## config.mk

```make
export PLATFORM = sky130hd
export DESIGN_NAME = rr_bus_mux_flat
export DESIGN_NICKNAME = d
export VERILOG_FILES = /design/src/rtl/rr_bus_mux_if.sv /design/src/rtl/rr_bus_mux.sv /design/src/flat_wrapper.sv
export SDC_FILE = /design/constraint.sdc
export NUM_CORES = 1
export LEC_CHECK = 0
export CORE_UTILIZATION = 37
export CTS_CLUSTER_DIAMETER = 80
export DETAILED_ROUTE_END_ITERATION = 6
export MAX_ROUTING_LAYER = met4
export PLACE_DENSITY_LB_ADDON = 0.3
export SLEW_MARGIN = 10
export SYNTH_ARGS = -nofsm -noshare
export SYNTH_HDL_FRONTEND = slang
export SYNTH_SLANG_ARGS = --single-unit
```

## constraint.sdc

```tcl
create_clock -name clk -period 3 [get_ports clk]
set_clock_uncertainty 0.2 [all_clocks]
set_input_delay 0.6 -clock clk [delete_from_list [all_inputs] [get_ports clk]]
set_output_delay 0.6 -clock clk [all_outputs]
set_load 0.01 [all_outputs]
```

## src/rtl/rr_bus_mux_if.sv

```systemverilog
// Bus bundle for rr_bus_mux: N source channels in, one registered word out.
// The slave modport is the multiplexer's view; master is the environment's.
// out_parity exists only when RR_BUS_MUX_PARITY_EN is defined.
interface rr_bus_mux_if #(
  parameter int WIDTH  = 16,
  parameter int NUM_IN = 4
);
  localparam int SEL_W = $clog2(NUM_IN);

  logic [NUM_IN*WIDTH-1:0] in_data;
  logic [NUM_IN-1:0]       in_valid;
  logic [NUM_IN-1:0]       in_ready;
  logic                    mode;
  logic [SEL_W-1:0]        select;
  logic [WIDTH-1:0]        out_data;
  logic [SEL_W-1:0]        out_src;
  logic                    out_valid;
  logic                    out_ready;
`ifdef RR_BUS_MUX_PARITY_EN
  logic                    out_parity;
`endif

  modport slave (
    input  in_data, in_valid, mode, select, out_ready,
    output in_ready, out_data, out_src, out_valid
`ifdef RR_BUS_MUX_PARITY_EN
    , output out_parity
`endif
  );

  modport master (
    output in_data, in_valid, mode, select, out_ready,
    input  in_ready, out_data, out_src, out_valid
`ifdef RR_BUS_MUX_PARITY_EN
    , input out_parity
`endif
  );
endinterface

```

## src/rtl/rr_bus_mux.sv

```systemverilog
// rr_bus_mux: registered NUM_IN-to-1 bus multiplexer with valid/ready handshake.
// Selection is either a fixed select index (mode = 0) or round-robin
// arbitration starting at r_rr_ptr (mode = 1). The chosen word lands in a
// single-entry output register that reloads without a bubble when consumed.
// Optional feature: define RR_BUS_MUX_PARITY_EN to add a registered even-parity
// bit (out_parity) alongside out_data.
module rr_bus_mux #(
  parameter int WIDTH  = 16,
  parameter int NUM_IN = 4
) (
  input  logic          clk,
  input  logic          reset,
  rr_bus_mux_if.slave   bus
);
  localparam int SEL_W = $clog2(NUM_IN);

  logic              w_load_en;
  logic              w_grant_vld;
  logic [SEL_W-1:0]  w_grant_idx;
  logic [NUM_IN-1:0] w_in_ready;
  logic [WIDTH-1:0]  w_grant_data;

  logic [SEL_W-1:0]  r_rr_ptr;
  logic [WIDTH-1:0]  r_out_data;
  logic [SEL_W-1:0]  r_out_src;
  logic              r_out_valid;
`ifdef RR_BUS_MUX_PARITY_EN
  logic              r_out_parity;
`endif

  // The register can take a word when it is empty or is being drained now.
  assign w_load_en = !r_out_valid || bus.out_ready;

  // Arbitration: pick the granted channel from in_valid, mode, select and the pointer.
  always_comb begin
    int idx;
    // NOTE: every combinational output gets a default first, so no path
    // through the block leaves a value unassigned and infers a latch.
    w_grant_vld = 1'b0;
    w_grant_idx = '0;
    idx         = 0;
    if (!bus.mode) begin
      // Comparing against each legal index means select >= NUM_IN never grants.
      for (int i = 0; i < NUM_IN; i++) begin
        if (bus.select == SEL_W'(i) && bus.in_valid[i]) begin
          w_grant_vld = 1'b1;
          w_grant_idx = SEL_W'(i);
        end
      end
    end else begin
      // Scan r_rr_ptr, r_rr_ptr+1, ... wrapping; the first requester wins.
      for (int k = 0; k < NUM_IN; k++) begin
        idx = int'(r_rr_ptr) + k;
        if (idx >= NUM_IN) idx = idx - NUM_IN;
        if (!w_grant_vld && bus.in_valid[idx]) begin
          w_grant_vld = 1'b1;
          w_grant_idx = SEL_W'(idx);
        end
      end
    end
  end

  // One-hot accept toward the granted source, gated by output-register space.
  always_comb begin
    w_in_ready = '0;
    if (w_grant_vld) w_in_ready[w_grant_idx] = w_load_en;
  end

  assign w_grant_data = bus.in_data[int'(w_grant_idx)*WIDTH +: WIDTH];

  // Output register: load on transfer, empty when drained with no grant, hold otherwise.
  always_ff @(posedge clk or posedge reset) begin
    // NOTE: state uses non-blocking assignments so every register samples
    // pre-edge values regardless of statement order.
    if (reset) begin
      r_out_valid  <= 1'b0;
      r_out_data   <= '0;
      r_out_src    <= '0;
`ifdef RR_BUS_MUX_PARITY_EN
      r_out_parity <= 1'b0;
`endif
    end else if (w_load_en) begin
      r_out_valid <= w_grant_vld;
      if (w_grant_vld) begin
        r_out_data   <= w_grant_data;
        r_out_src    <= w_grant_idx;
`ifdef RR_BUS_MUX_PARITY_EN
        r_out_parity <= ^w_grant_data;
`endif
      end
    end
  end

  // Round-robin pointer: moves past the winner only on a round-robin transfer.
  always_ff @(posedge clk or posedge reset) begin
    if (reset) begin
      r_rr_ptr <= '0;
    end else if (w_load_en && w_grant_vld && bus.mode) begin
      if (int'(w_grant_idx) == NUM_IN - 1) r_rr_ptr <= '0;
      else                                 r_rr_ptr <= w_grant_idx + 1'b1;
    end
  end

  assign bus.in_ready   = w_in_ready;
  assign bus.out_data   = r_out_data;
  assign bus.out_src    = r_out_src;
  assign bus.out_valid  = r_out_valid;
`ifdef RR_BUS_MUX_PARITY_EN
  assign bus.out_parity = r_out_parity;
`endif
endmodule

```

## src/flat_wrapper.sv

```systemverilog
// flat-port wrapper written by rule: the top's interface ports become plain ports
module rr_bus_mux_flat 
#(
  parameter int WIDTH  = 16,
  parameter int NUM_IN = 4
)
  (clk, reset, bus_in_data, bus_in_valid, bus_mode, bus_select, bus_out_ready, bus_in_ready, bus_out_data, bus_out_src, bus_out_valid);
  rr_bus_mux_if #(.WIDTH(WIDTH), .NUM_IN(NUM_IN)) bus_i ();
  input  logic clk;
  input  logic reset;
  input wire logic [$bits(bus_i.in_data)-1:0] bus_in_data;
  input wire logic [$bits(bus_i.in_valid)-1:0] bus_in_valid;
  input wire logic [$bits(bus_i.mode)-1:0] bus_mode;
  input wire logic [$bits(bus_i.select)-1:0] bus_select;
  input wire logic [$bits(bus_i.out_ready)-1:0] bus_out_ready;
  output wire logic [$bits(bus_i.in_ready)-1:0] bus_in_ready;
  output wire logic [$bits(bus_i.out_data)-1:0] bus_out_data;
  output wire logic [$bits(bus_i.out_src)-1:0] bus_out_src;
  output wire logic [$bits(bus_i.out_valid)-1:0] bus_out_valid;
  assign bus_i.in_data = bus_in_data;
  assign bus_i.in_valid = bus_in_valid;
  assign bus_i.mode = bus_mode;
  assign bus_i.select = bus_select;
  assign bus_i.out_ready = bus_out_ready;
  assign bus_in_ready = bus_i.in_ready;
  assign bus_out_data = bus_i.out_data;
  assign bus_out_src = bus_i.out_src;
  assign bus_out_valid = bus_i.out_valid;
  rr_bus_mux #(.WIDTH(WIDTH), .NUM_IN(NUM_IN)) u_core (.clk(clk), .reset(reset), .bus(bus_i));
endmodule
```

==> results.yml, run 1 <==
worst_setup_path:
  timing.rr.start: "u_core.r_rr_ptr[0]$_DFFE_PP0P_"
  rrSetupSlack_ns: 0.33
  cp-end-kind: "output port"
  arrival_ns: 2.22
  critPathMaxFanout: 6
  critical_path.startpoint: "u_core.r_rr_ptr[0]$_DFFE_PP0P_"
  worst-setup-path-type: "reg2out"
  crit_path_start_kind: "register"
  r2r_end: "u_core.bus.out_data[8]$_DFFE_PP0P_"
  critPathRequiredTime_ns: 2.20
  cp-endpoint: "bus_in_ready[1]"
  ff2ff_path_depth: 9
global_route:
  grt_antenna_before_repair: 0
  grt_max_degree: 22
  grt_usage: 0.212
  grt_pass1_wl_um: 8650
  grt_pass1_vias: 1883
  overflow: 0
timing:
  setup_viol: 4
  maxSlewViolCount: 0
  period_share: 1.01
  tightest_slew_ns: 0.841
  rsz0062_at_grt: "true"
  finalCriticalPeriod_ns: 3.02
  setup_ws_ns: -0.0216
  relSlewSlack: 0.439
  max_freq_ghz: 0.331
  hold_violations: 0
routing:
  wirelength_um: 5610
  routedWlPerCell_um: 14.9
  viasPerCell: 4.93
  drtIter0Drc: 32
  firstDrtPassIters: 4
  drc: 0
  num_vias: 1858
  ant_nets: 0
cells_and_area:
  num-fill-cells: 433
  drive_gt1_frac: 0.368
  final_cell_count_no_fill: 377
  syn2layout_area_growth_pct: 70.0
  diodes: 0
  fin_nets: 386
yosys:
  yosys.area.top_type: "dfrtp_1"
  synth-edff-count: 0
  synth_top_cell_area_share: 0.262
  syn_area_per_cell_um2: 10.9
  yosysSeqAreaShare: 0.262
  netlist_top_cells_count: "mux2i_1, dfrtp_1, and2_1"
  synth-main-ff-cell: "dfrtp_1"
  ys_types: 42
  synth-seq-cells: 21
  synthesis.nets: 262
  ys_warn_count: 0
  syn_area_mm2: 0.00201
  syn_inst: 184
  synth.most_common_cell: "mux2i_1"
  yosys-top-cells-area: "dfrtp_1, mux2i_1, a2111oi_4"
  async_flop_share: 1.00
pwr:
  peakVddDrop_uv: 243
  powerDensity_mw_per_mm2: 515
  p_leak_nw: 1.34
place:
  place_inst: 367
  place.gp.congestion: 0.988
  portBuffers: 96
  hpwl_um: 4390
  pre_cts_slack_ns: -0.782
floorplanning:
  die_w_um: 75.7
  io_pins: 97
  fp-row-count: 26
  core_region_area_mm2: 0.00517
  start_util: 0.388
  die_area_mm2: 0.00573
  die_y_um: 75.7
cts:
  cts_sinks: 21
  cts-root-buf: "clkbuf_8"
  path_clk_slew_ns: 0.08
  clock_latency_ns: 0.26
  cts_made_buffers: 3
  clk_path_buf_depth: 2
  cts_tree: "yes"
  h-tree-depth: 1
min_path:
  hold_class: "reg2reg"
flow_run:
  maxCapViolations: 0
outcome:
  violations: "negative setup slack"
  status: "complete, but fails checks"
==> what timing repair did <==
item,4_1_cts,5_1_grt
setup buffers,6,0
pin swaps,8,6
gates resized for setup,67,3
hold buffers,0,0
setup endpoints to repair,4,4
==> area by class of cell <==
cell class	instances	area [um2]	area share
clock buffers	3	41.3	0.0121
clock inverters	1	5.00	0.00147
inverters	6	30.0	0.00879
multi-input cells	139	1440	0.420
flip-flops and latches	21	528	0.155
well taps	70	87.6	0.0257
repair buffers	137	1290	0.377
==> registers in the layout, indices dropped and copies added, names as in the netlist <==
name,cells
u_core.bus.out_data,16
u_core.bus.out_src,2
u_core.r_rr_ptr,2
u_core.bus.out_valid,1
==> logic make-up (layout without fill, tap and decap cells) <==
kind of cell	after synthesis	count (layout)	synth area share
AND/OR/NAND/NOR	57	57	0.155
AO/OA/AOI/OAI	44	44	0.292
multiplexers	34	34	0.188
buffers and inverters	24	147	0.0791
flip-flops	21	21	0.262
adder cells (fa/ha/maj)	4	4	0.0249
==> how the worst min path moves through the flow <==
stage / start / to / slack (ns) / cells after the start
4_1_cts: u_core.bus.out_src[0]$_DFFE_PP0P_ / u_core.bus.out_src[0]$_DFFE_PP0P_ / 0.29 / 2
3_3_place_gp: u_core.bus.out_data[3]$_DFFE_PP0P_ / u_core.bus.out_data[3]$_DFFE_PP0P_ / 0.26 / 2
5_1_grt: u_core.bus.out_data[13]$_DFFE_PP0P_ / u_core.bus.out_data[13]$_DFFE_PP0P_ / 0.33 / 2
3_5_place_dp: u_core.bus.out_src[0]$_DFFE_PP0P_ / u_core.bus.out_src[0]$_DFFE_PP0P_ / 0.27 / 2
2_1_floorplan: u_core.bus.out_src[0]$_DFFE_PP0P_ / u_core.bus.out_src[0]$_DFFE_PP0P_ / 0.31 / 2
6_report: u_core.bus.out_src[0]$_DFFE_PP0P_ / u_core.bus.out_src[0]$_DFFE_PP0P_ / 0.29 / 2
==> layout by cell type, fill, tap and decap left out, types with 4 or more instances in the layout <==
cell / netlist / final
a2111oi_4: 8 / 8
a311oi_2: 7 / 7
and2_1: 15 / 12
buf_4: 5 / 35
buf_6: 5 / 9
clkdlybuf4s50_1: 0 / 85
dfrtp_1: 21 / 19
mux2_4: 6 / 6
mux2i_1: 25 / 25
nand2_1: 12 / 11
nand2b_1: 4 / 4
nor2_1: 12 / 11
o21ai_2: 6 / 8
==> critical path, cell delays in order, from the launching register on <==
cell	delay, ns
dfrtp_2	0.46
inv_4	0.04
or4_4	0.54
a21oi_4	0.18
o221ai_4	0.16
buf_6	0.16
ha_2	0.16
and2_4	0.13
buf_6	0.11
==> per-stage QoR <==
step           TNS [ns]  power, mW  utilization  hold slack, ns  instance area (um2)
2_1_floorplan   -0.0153       1.04            -           0.312                 2030
3_3_place_gp      -4.61       1.46        0.623           0.261                 3220
3_5_place_dp      -5.83       1.49        0.623           0.274                 3220
4_1_cts         -0.0205       1.76        0.658           0.293                 3400
5_1_grt          -0.391       1.88        0.660           0.326                 3410
6_report        -0.0530       1.76        0.660           0.288                 3410
==> routing by layer <==
layer | vias up | track usage | share of wire
met5 | - | - | 0
met4 | 0 | 0.0556 | 0.012
met3 | 6 | 0.0291 | 0.039
met2 | 58 | 0.386 | 0.53
met1 | 862 | 0.242 | 0.42
li1 | 932 | - | -
==> where the power goes <==
| group | internal, mW | switching, mW | total [mW] |
|---|---|---|---|
| registers | 0.377 | 0.0680 | 0.445 |
| logic | 0.629 | 0.491 | 1.12 |
| clock network | 0.0926 | 0.100 | 0.193 |
No activity file was read; power rests on OpenSTA's default activity.
==> run 2: changes to the inputs <==
CORE_MARGIN = 4   (was unset)
==> results.yml, run 2 (same netlist as run 1, synthesis figures left out) <==
cts:
  cts_tree: "yes"
  clk_path_buf_depth: 2
  cts-root-buf: "clkbuf_8"
  path_clk_slew_ns: 0.08
  h-tree-depth: 1
  cts_made_buffers: 3
  cts_sinks: 21
  ctsHoldBuffers: 0
  clock_latency_ns: 0.26
cells_and_area:
  fin_util: 0.664
  layout_commonest_cell: "clkdlybuf4s50_1"
  largest_reg_flops: 16
  syn2layout_area_growth_pct: 71.0
  num-fill-cells: 421
  drive_gt1_frac: 0.370
  finalInstanceArea_mm2: 0.00343
  final_cell_mix: "clkdlybuf4s50_1, buf_4, mux2i_1, dfrtp_1"
  fin_nets: 382
  diodes: 0
routing:
  drtIter0Drc: 24
  viasPerCell: 4.97
  highest_layer: "met4"
  wl_met2_um: 2930
  drt-met1-wl_um: 2360
  routedWlPerCell_um: 15.4
  ant_nets: 0
  wirelength_um: 5740
  num_vias: 1852
  drc: 0
  dr_wl_met3_um: 341
  firstDrtPassIters: 4
pwr:
  power.total_mw: 1.75
  switchingPower_mw: 0.656
  peakVddDrop_uv: 279
  p_leak_nw: 1.33
  powerDensity_mw_per_mm2: 511
  p_clk_frac: 0.108
  p_comb_frac: 0.644
  p_seq_frac: 0.249
  power.internal_mw: 1.10
  p_sw_frac: 0.374
worst_setup_path:
  arrival_ns: 2.21
  cp-end-kind: "output port"
  worst-setup-path-type: "reg2out"
  critPathMaxFanout: 4
  critPathRequiredTime_ns: 2.20
  crit_path_start_kind: "register"
flow_run:
  maxCapViolations: 0
global_route:
  grt_antenna_before_repair: 0
  overflow: 0
  grt_pass1_vias: 1916
  grt_max_degree: 22
  grt_usage: 0.174
  grt_pass1_wl_um: 8810
place:
  placedInstanceArea_mm2: 0.00319
  hpwl_um: 4590
  portBuffers: 96
  place.gp.congestion: 0.943
timing:
  tightest_slew_ns: 0.810
  relSlewSlack: 0.460
  setup_viol: 2
  rsz0062_at_grt: "true"
  max_freq_ghz: 0.332
  setup_ws_ns: -0.00893
  hold_violations: 0
  maxSlewViolCount: 0
  finalCriticalPeriod_ns: 3.01
  period_share: 1.00
floorplanning:
  die_w_um: 81.7
  fp-row-count: 26
  start_util: 0.388
  die_area_mm2: 0.00667
  core_region_area_mm2: 0.00517
  io_pins: 97
  die_y_um: 81.7
min_path:
  hold_class: "reg2reg"
outcome:
  status: "complete, but fails checks"
  violations: "negative setup slack"
[run 2: worst paths after layout]
check,from,slack (ns),cells past startpoint,endpoint
min reg2reg,u_core.bus.out_data[3]$_DFFE_PP0P_,0.28,2,u_core.bus.out_data[3]$_DFFE_PP0P_
max,u_core.r_rr_ptr[0]$_DFFE_PP0P_,-0.009,10,bus_in_ready[3]
max in group asynchronous,reset,1.45,2,u_core.r_rr_ptr[0]$_DFFE_PP0P_
max reg2reg,u_core.r_rr_ptr[1]$_DFFE_PP0P_,0.31,9,u_core.bus.out_data[11]$_DFFE_PP0P_
min,u_core.bus.out_data[3]$_DFFE_PP0P_,0.28,2,u_core.bus.out_data[3]$_DFFE_PP0P_
min in group asynchronous,reset,0.60,2,u_core.bus.out_data[9]$_DFFE_PP0P_
[run 2: cell type report]
| cell class | count | area [um2] | area share |
|---|---|---|---|
| multi-input cells | 139 | 1480 | 0.431 |
| repair buffers | 133 | 1270 | 0.369 |
| flip-flops and latches | 21 | 528 | 0.154 |
| well taps | 70 | 87.6 | 0.0255 |
| clock buffers | 3 | 41.3 | 0.0120 |
| inverters | 6 | 25.0 | 0.00729 |
| clock inverters | 1 | 5.00 | 0.00146 |
[run 2: per-layer routing]
layer,vias to the layer above,track usage
li1,924,-
met2,62,0.308
met4,0,0.0631
met3,10,0.0164
met1,856,0.205
met5,-,-
[run 2: critical path, stage by stage, from the launching register on]
cell and delay [ns]:
dfrtp_2 0.44, buf_12 0.14, buf_4 0.13, nor3b_1 0.13
o21ai_1 0.16, o311ai_2 0.16, o221ai_4 0.28, inv_2 0.11
ha_4 0.17, and2_4 0.13, buf_6 0.11
[run 2: power by group through the flow]
stage	sequential, mW	combinational (mW)	clock [mW]
2_1_floorplan	0.467	0.569	0
3_3_place_gp	0.439	1.01	0
3_5_place_dp	0.442	1.02	0
4_1_cts	0.439	1.07	0.195
5_1_grt	0.452	1.21	0.211
6_report	0.437	1.13	0.189
[run 2: timing repair]
action / 4_1_cts / 5_1_grt
gates cloned: 0 / 0
buffers inserted: 6 / 1
endpoints found under the setup margin: 4 / 4
endpoints found under the hold margin: 0 / 0
pin swaps: 7 / 10
gates resized for setup: 50 / 26
[run 2: stage by stage]
stage               TNS [ns]  cells  setup WS, ns  hold WS (ns)
floorplan            -0.0153    184      -0.00765         0.312
global placement       -3.86    362        -0.691         0.262
detailed placement     -5.75    362        -0.788         0.264
CTS                  -0.0873    372       -0.0321         0.283
global route          -0.303    373       -0.0928         0.317
finish               -0.0100    373      -0.00893         0.279
